**src/rtl/fetch_unit.sv**
```systemverilog
// Instruction-fetch stage: owns the PC, runs a one-outstanding req/rvalid handshake to
// instruction memory and presents {instr, pc, pc+4} to IF/ID through a one-entry skid buffer.
`timescale 1ns/1ps
module fetch_unit #(
  parameter logic [31:0] RESET_PC  = 32'h0040_0000,
  parameter logic [31:0] NOP_INSTR = 32'h0000_0013
) (
  input  logic        clk,
  input  logic        reset,
  input  logic        stall_i,
  input  logic        redirect_i,
  input  logic [31:0] redirect_pc_i,
  output logic        imem_req_o,
  output logic [31:0] imem_addr_o,
  input  logic        imem_rvalid_i,
  input  logic [31:0] imem_rdata_i,
  output logic        if_valid_o,
  output logic [31:0] if_instr_o,
  output logic [31:0] if_pc_o,
  output logic [31:0] if_pc_plus4_o,
  output logic [31:0] fetch_count_o
);

  typedef enum logic [1:0] {StIdle, StReq, StHold, StDrain} state_e;

  state_e      state_q, state_d;
  logic [31:0] pc_q, pc_d;
  logic [31:0] addr_q, addr_d;
  logic        slot_valid_q, slot_valid_d;
  logic [31:0] slot_instr_q, slot_instr_d;
  logic [31:0] slot_pc_q, slot_pc_d;
  logic        skid_valid_q, skid_valid_d;
  logic [31:0] skid_instr_q, skid_instr_d;
  logic [31:0] skid_pc_q, skid_pc_d;
  logic [31:0] fetch_count_q, fetch_count_d;

  logic consume;
  logic slot_open;

  // Redirect suppresses the consume so a squashed instruction is never counted.
  assign consume   = slot_valid_q & ~stall_i & ~redirect_i;
  assign slot_open = ~slot_valid_q | ~stall_i;

  always_ff @(posedge clk or negedge reset) begin
    if (!reset) begin
      state_q       <= StIdle;
      pc_q          <= RESET_PC;
      addr_q        <= RESET_PC;
      slot_valid_q  <= 1'b0;
      slot_instr_q  <= NOP_INSTR;
      slot_pc_q     <= 32'd0;
      skid_valid_q  <= 1'b0;
      skid_instr_q  <= NOP_INSTR;
      skid_pc_q     <= 32'd0;
      fetch_count_q <= 32'd0;
    end else begin
      state_q       <= state_d;
      pc_q          <= pc_d;
      addr_q        <= addr_d;
      slot_valid_q  <= slot_valid_d;
      slot_instr_q  <= slot_instr_d;
      slot_pc_q     <= slot_pc_d;
      skid_valid_q  <= skid_valid_d;
      skid_instr_q  <= skid_instr_d;
      skid_pc_q     <= skid_pc_d;
      fetch_count_q <= fetch_count_d;
    end
  end

  always_comb begin
    state_d       = state_q;
    pc_d          = pc_q;
    slot_valid_d  = slot_valid_q;
    slot_instr_d  = slot_instr_q;
    slot_pc_d     = slot_pc_q;
    skid_valid_d  = skid_valid_q;
    skid_instr_d  = skid_instr_q;
    skid_pc_d     = skid_pc_q;
    fetch_count_d = fetch_count_q;

    if (consume) begin
      fetch_count_d = fetch_count_q + 32'd1;
      slot_valid_d  = 1'b0;
    end

    if (redirect_i) begin
      pc_d         = redirect_pc_i & ~32'd3;
      slot_valid_d = 1'b0;
      skid_valid_d = 1'b0;
      // An unanswered request must still be drained so its stale response is dropped.
      unique case (state_q)
        StReq, StDrain: state_d = imem_rvalid_i ? StReq : StDrain;
        default:        state_d = StReq;
      endcase
    end else begin
      unique case (state_q)
        StIdle: state_d = StReq;
        StReq: begin
          if (imem_rvalid_i) begin
            pc_d = pc_q + 32'd4;
            if (slot_open) begin
              slot_valid_d = 1'b1;
              slot_instr_d = imem_rdata_i;
              slot_pc_d    = pc_q;
            end else begin
              skid_valid_d = 1'b1;
              skid_instr_d = imem_rdata_i;
              skid_pc_d    = pc_q;
              state_d      = StHold;
            end
          end
        end
        StHold: begin
          if (slot_open) begin
            slot_valid_d = skid_valid_q;
            slot_instr_d = skid_instr_q;
            slot_pc_d    = skid_pc_q;
            skid_valid_d = 1'b0;
            state_d      = StReq;
          end
        end
        StDrain: begin
          if (imem_rvalid_i) state_d = StReq;
        end
        default: state_d = StIdle;
      endcase
    end

    // The address only moves when a fresh request is about to be presented.
    addr_d = (state_d == StReq) ? pc_d : addr_q;
  end

  always_comb begin
    imem_req_o    = (state_q == StReq) || (state_q == StDrain);
    imem_addr_o   = addr_q;
    if_valid_o    = slot_valid_q;
    if_instr_o    = slot_valid_q ? slot_instr_q : NOP_INSTR;
    if_pc_o       = slot_pc_q;
    if_pc_plus4_o = slot_pc_q + 32'd4;
    fetch_count_o = fetch_count_q;
  end

endmodule

```
**config.mk**
```make
export PLATFORM = sky130hd
export DESIGN_NAME = fetch_unit
export DESIGN_NICKNAME = d
export VERILOG_FILES = /design/src/rtl/fetch_unit.sv
export SDC_FILE = /design/constraint.sdc
export NUM_CORES = 1
export LEC_CHECK = 0
export BUFFER_PORTS_ARGS = -buffer_cell sky130_fd_sc_hd__buf_2
export CAP_MARGIN = 20
export CORE_MARGIN = 2
export CORE_UTILIZATION = 51
export CTS_BUF_LIST = sky130_fd_sc_hd__clkbuf_4 sky130_fd_sc_hd__clkbuf_8
export CTS_CLUSTER_DIAMETER = 150
export CTS_CLUSTER_SIZE = 30
export DETAILED_ROUTE_END_ITERATION = 7
export PLACE_DENSITY = 0.78
export SLEW_MARGIN = 25
export SYNTH_ARGS = -nofsm -noshare
export SYNTH_HDL_FRONTEND = slang
export SYNTH_SLANG_ARGS = --single-unit
```
**constraint.sdc**
```tcl
create_clock -name clk -period 2.3 [get_ports clk]
set_input_delay 0.23 -clock clk [delete_from_list [all_inputs] [get_ports clk]]
set_output_delay 0.23 -clock clk [all_outputs]
set_load 0.05 [all_outputs]
```
==> qor.csv <==
metric;value;unit
status;finished with violations;
failing checks;negative setup slack;
main flop type after synthesis;dfrtp_1;
setup slack after layout;-209;ps
initial antenna violation count;0;
kind of end point of the critical path;output pin;
post-synth cell types;52;
Worst Tran Pin Value;530;ps
Longest Clk Path Bufs;3;
Syn Area/Cell;11.0;µm²
initial DRC count;464;
Crit Path Max Fanout;8;
DP HPWL;18900;µm
post-synth top area share;50.3;%
Worst Setup Path Type;flip-flop to output pin;
Cells after Synth;991;
Rel. slew slack;64.7;%
top sig layer;met4;
DR WL met3;1490;µm
Cell Rows;53;
Clock Latency Late Sink;520;ps
Initial Util;52.1;%
largest vdd supply drop;0.000981;V
largest net degree at the start of global routing;67;
Synth Net Count;1067;
register bit total from synthesis;228;
RSZ-0062 raised after global routing;yes;
Routability Congestion;0.866;
PortBufs;228;
met2 wire length;13600;µm
fraction of registers with async set/reset;100;%
fin crit period;2510;ps
Post-synth EDFFs;0;
area growth from synthesis to layout;30.5;%
Leak Pwr;6.39;nW
Area contributors post-synth;dfrtp_1, mux2_2, mux2i_1;
placed inst area;13100;µm²
WL final;27900;µm
clk sink count;228;
register area share after synthesis;52.2;%
fillers;1560;
Worst-path clk slew;180;ps
worst slack, placed;13.6;ps
Die Wd;151;µm
yosys warns;0;
Arrival @ worst endpoint;2280;ps
Nets;1381;
wire length on met1;12300;µm
post-route ant nets;0;
Vias/cell;5.55;
post-route cell area;14300;µm²
pwr/cell area;1250;nW/µm²
Critical Path RT;2070;ps
clock skew;33.0;ps
Via Count;8779;
Fmax achieved;399;MHz
area of the mapped netlist;10900;µm²
CTS tree;yes;
Die Y;151;µm
period utilization;109;%
first-pass iteration count of the detailed router;4;
Root Driver;clkbuf_8;
die area;22700;µm²
Post-synth top cells;dfrtp_1, mux2_2, nor2_1;
max cap viols;0;
gr usage total;23.6;%
Max Slew Vio Count;0;
final design utilization;68.0;%
core area;21000;µm²
GR Overflow Total;0;
Yosys top cell by area;dfrtp_1;
Final setup viols;13;
vias in the first global route;8258;
first-pass GRT wire length;43000;µm
H-tree levels;1;
drc violations;0;
Worst Setup Start Kind;flip-flop;
Inserted Clock Buffers;11;
wire length per cell;17.6;µm
Hold Crit Class;primary input to flip-flop;
io pins;231;
Antenna Cells;0;
layout cell share with drive strength beyond 1;37.4;%
most common cell in the netlist;dfrtp_1;
final hold viol count;0;
cell type report:
type	instances	area, µm²	area share, %
clock buffer	15	181	1.27
clock inverter	1	16.3	0.114
inverter	12	45.0	0.315
multi-input combinational	690	5380	37.6
sequential	228	5730	40.1
tap	275	344	2.41
timing repair buffer	362	2600	18.2
placed cells by master (no fill, tap or decap), types with 4 or more instances in the layout:
master | synthesis | final
and4_1 | 14 | 11
dlygate4sd3_1 | 0 | 54
xor2_1 | 18 | 17
xnor2_4 | 0 | 7
nor2b_1 | 6 | 5
and2_1 | 33 | 33
or4_1 | 5 | 5
clkbuf_4 | 0 | 4
nor4_1 | 14 | 13
mux2i_1 | 66 | 66
buf_2 | 18 | 205
mux2_1 | 5 | 5
a21oi_1 | 70 | 70
nand3_1 | 39 | 32
xnor2_2 | 0 | 14
nor2_1 | 89 | 88
a31oi_1 | 7 | 7
nand2b_1 | 13 | 13
clkbuf_8 | 0 | 11
buf_6 | 0 | 22
nand4_1 | 25 | 25
dfrtp_2 | 0 | 14
dfstp_2 | 8 | 8
buf_12 | 0 | 10
ha_1 | 7 | 4
o31ai_1 | 5 | 5
mux2_2 | 89 | 89
dfrtp_1 | 220 | 206
xnor2_1 | 52 | 31
nand2_1 | 49 | 48
o21ai_0 | 17 | 17
o31a_1 | 13 | 13
nor3_1 | 6 | 4
nand3_4 | 0 | 4
and3_1 | 15 | 13
buf_4 | 2 | 67
inv_1 | 12 | 11
final timing paths:
path | slack, ps | from | depth (start not counted) | to
worst max-delay path | -210 | if_pc_o[11]$_DFFE_PN0P_ | 7 | if_pc_plus4_o[27]
worst max register to register | 100 | state_q[0]$_DFF_PN0_ | 8 | imem_addr_o[5]$_DFFE_PN0N_
min in group asynchronous | 220 | reset | 2 | if_pc_o[4]$_DFFE_PN0P_
max in group asynchronous | 1330 | reset | 3 | imem_addr_o[22]$_DFFE_PN1N_
worst min-delay path | 40 | redirect_pc_i[11] | 3 | pc_q[11]$_DFF_PN0_
worst min register to register | 470 | fetch_count_o[31]$_DFFE_PN0P_ | 1 | fetch_count_o[31]$_DFFE_PN0P_
flip-flops by register name, summed over array words and instances, names as in the netlist:
name	cells
slot_instr_q	32
imem_addr_o	32
pc_q	32
skid_instr_q	32
skid_valid_q	1
state_q	2
skid_pc_q	32
if_valid_o	1
fetch_count_o	32
if_pc_o	32
stage by stage:
step	hold WS [ps]	cells	setup TNS, ps	power, mW
6_report	35.4	1583	-1950	17.8
5_1_grt	26.6	1583	-3910	18.7
4_1_cts	12.3	1573	-2360	17.5
3_5_place_dp	228	1499	0	15.4
3_3_place_gp	225	1499	0	15.2
2_1_floorplan	-65.6	991	-112	13.0
critical path: stages, from the launching register on:
cell and delay (ps):
dfrtp_2 400, and4_4 240, nand4_1 180, nor3_4 200
buf_12 150, nand4_1 200, xnor2_4 210, buf_6 170
where the power goes:
part,switching (mW),internal (mW)
registers,0.964,5.43
clock network,1.21,0.529
logic,6.36,3.35
total,8.54,9.31
cells by family after synthesis:
family	synth area share, %
AO/OA/AOI/OAI	7.14
XOR/XNOR	5.60
adder cells (fa/ha/maj)	0.800
buffers and inverters	2.78
flip-flops	52.2
multiplexers	15.7
AND/OR/NAND/NOR	15.8
repair_timing:
action / 4_1_cts / 5_1_grt
pin swaps: 11 / 14
cloned: 0 / 2
hold endpoints to repair: 125 / 0
hold buffers: 54 / 0
setup buffers: 4 / 8
gates resized for setup: 40 / 40
setup endpoints to repair: 31 / 53
layer usage:
layer | global-route usage, % | up-vias
li1 | - | 4133
met5 | 0 | -
met4 | 4.62 | 0
met1 | 33.9 | 4382
met3 | 3.58 | 22
met2 | 38.5 | 242
Note: power is estimated with default switching activity, not from simulation.
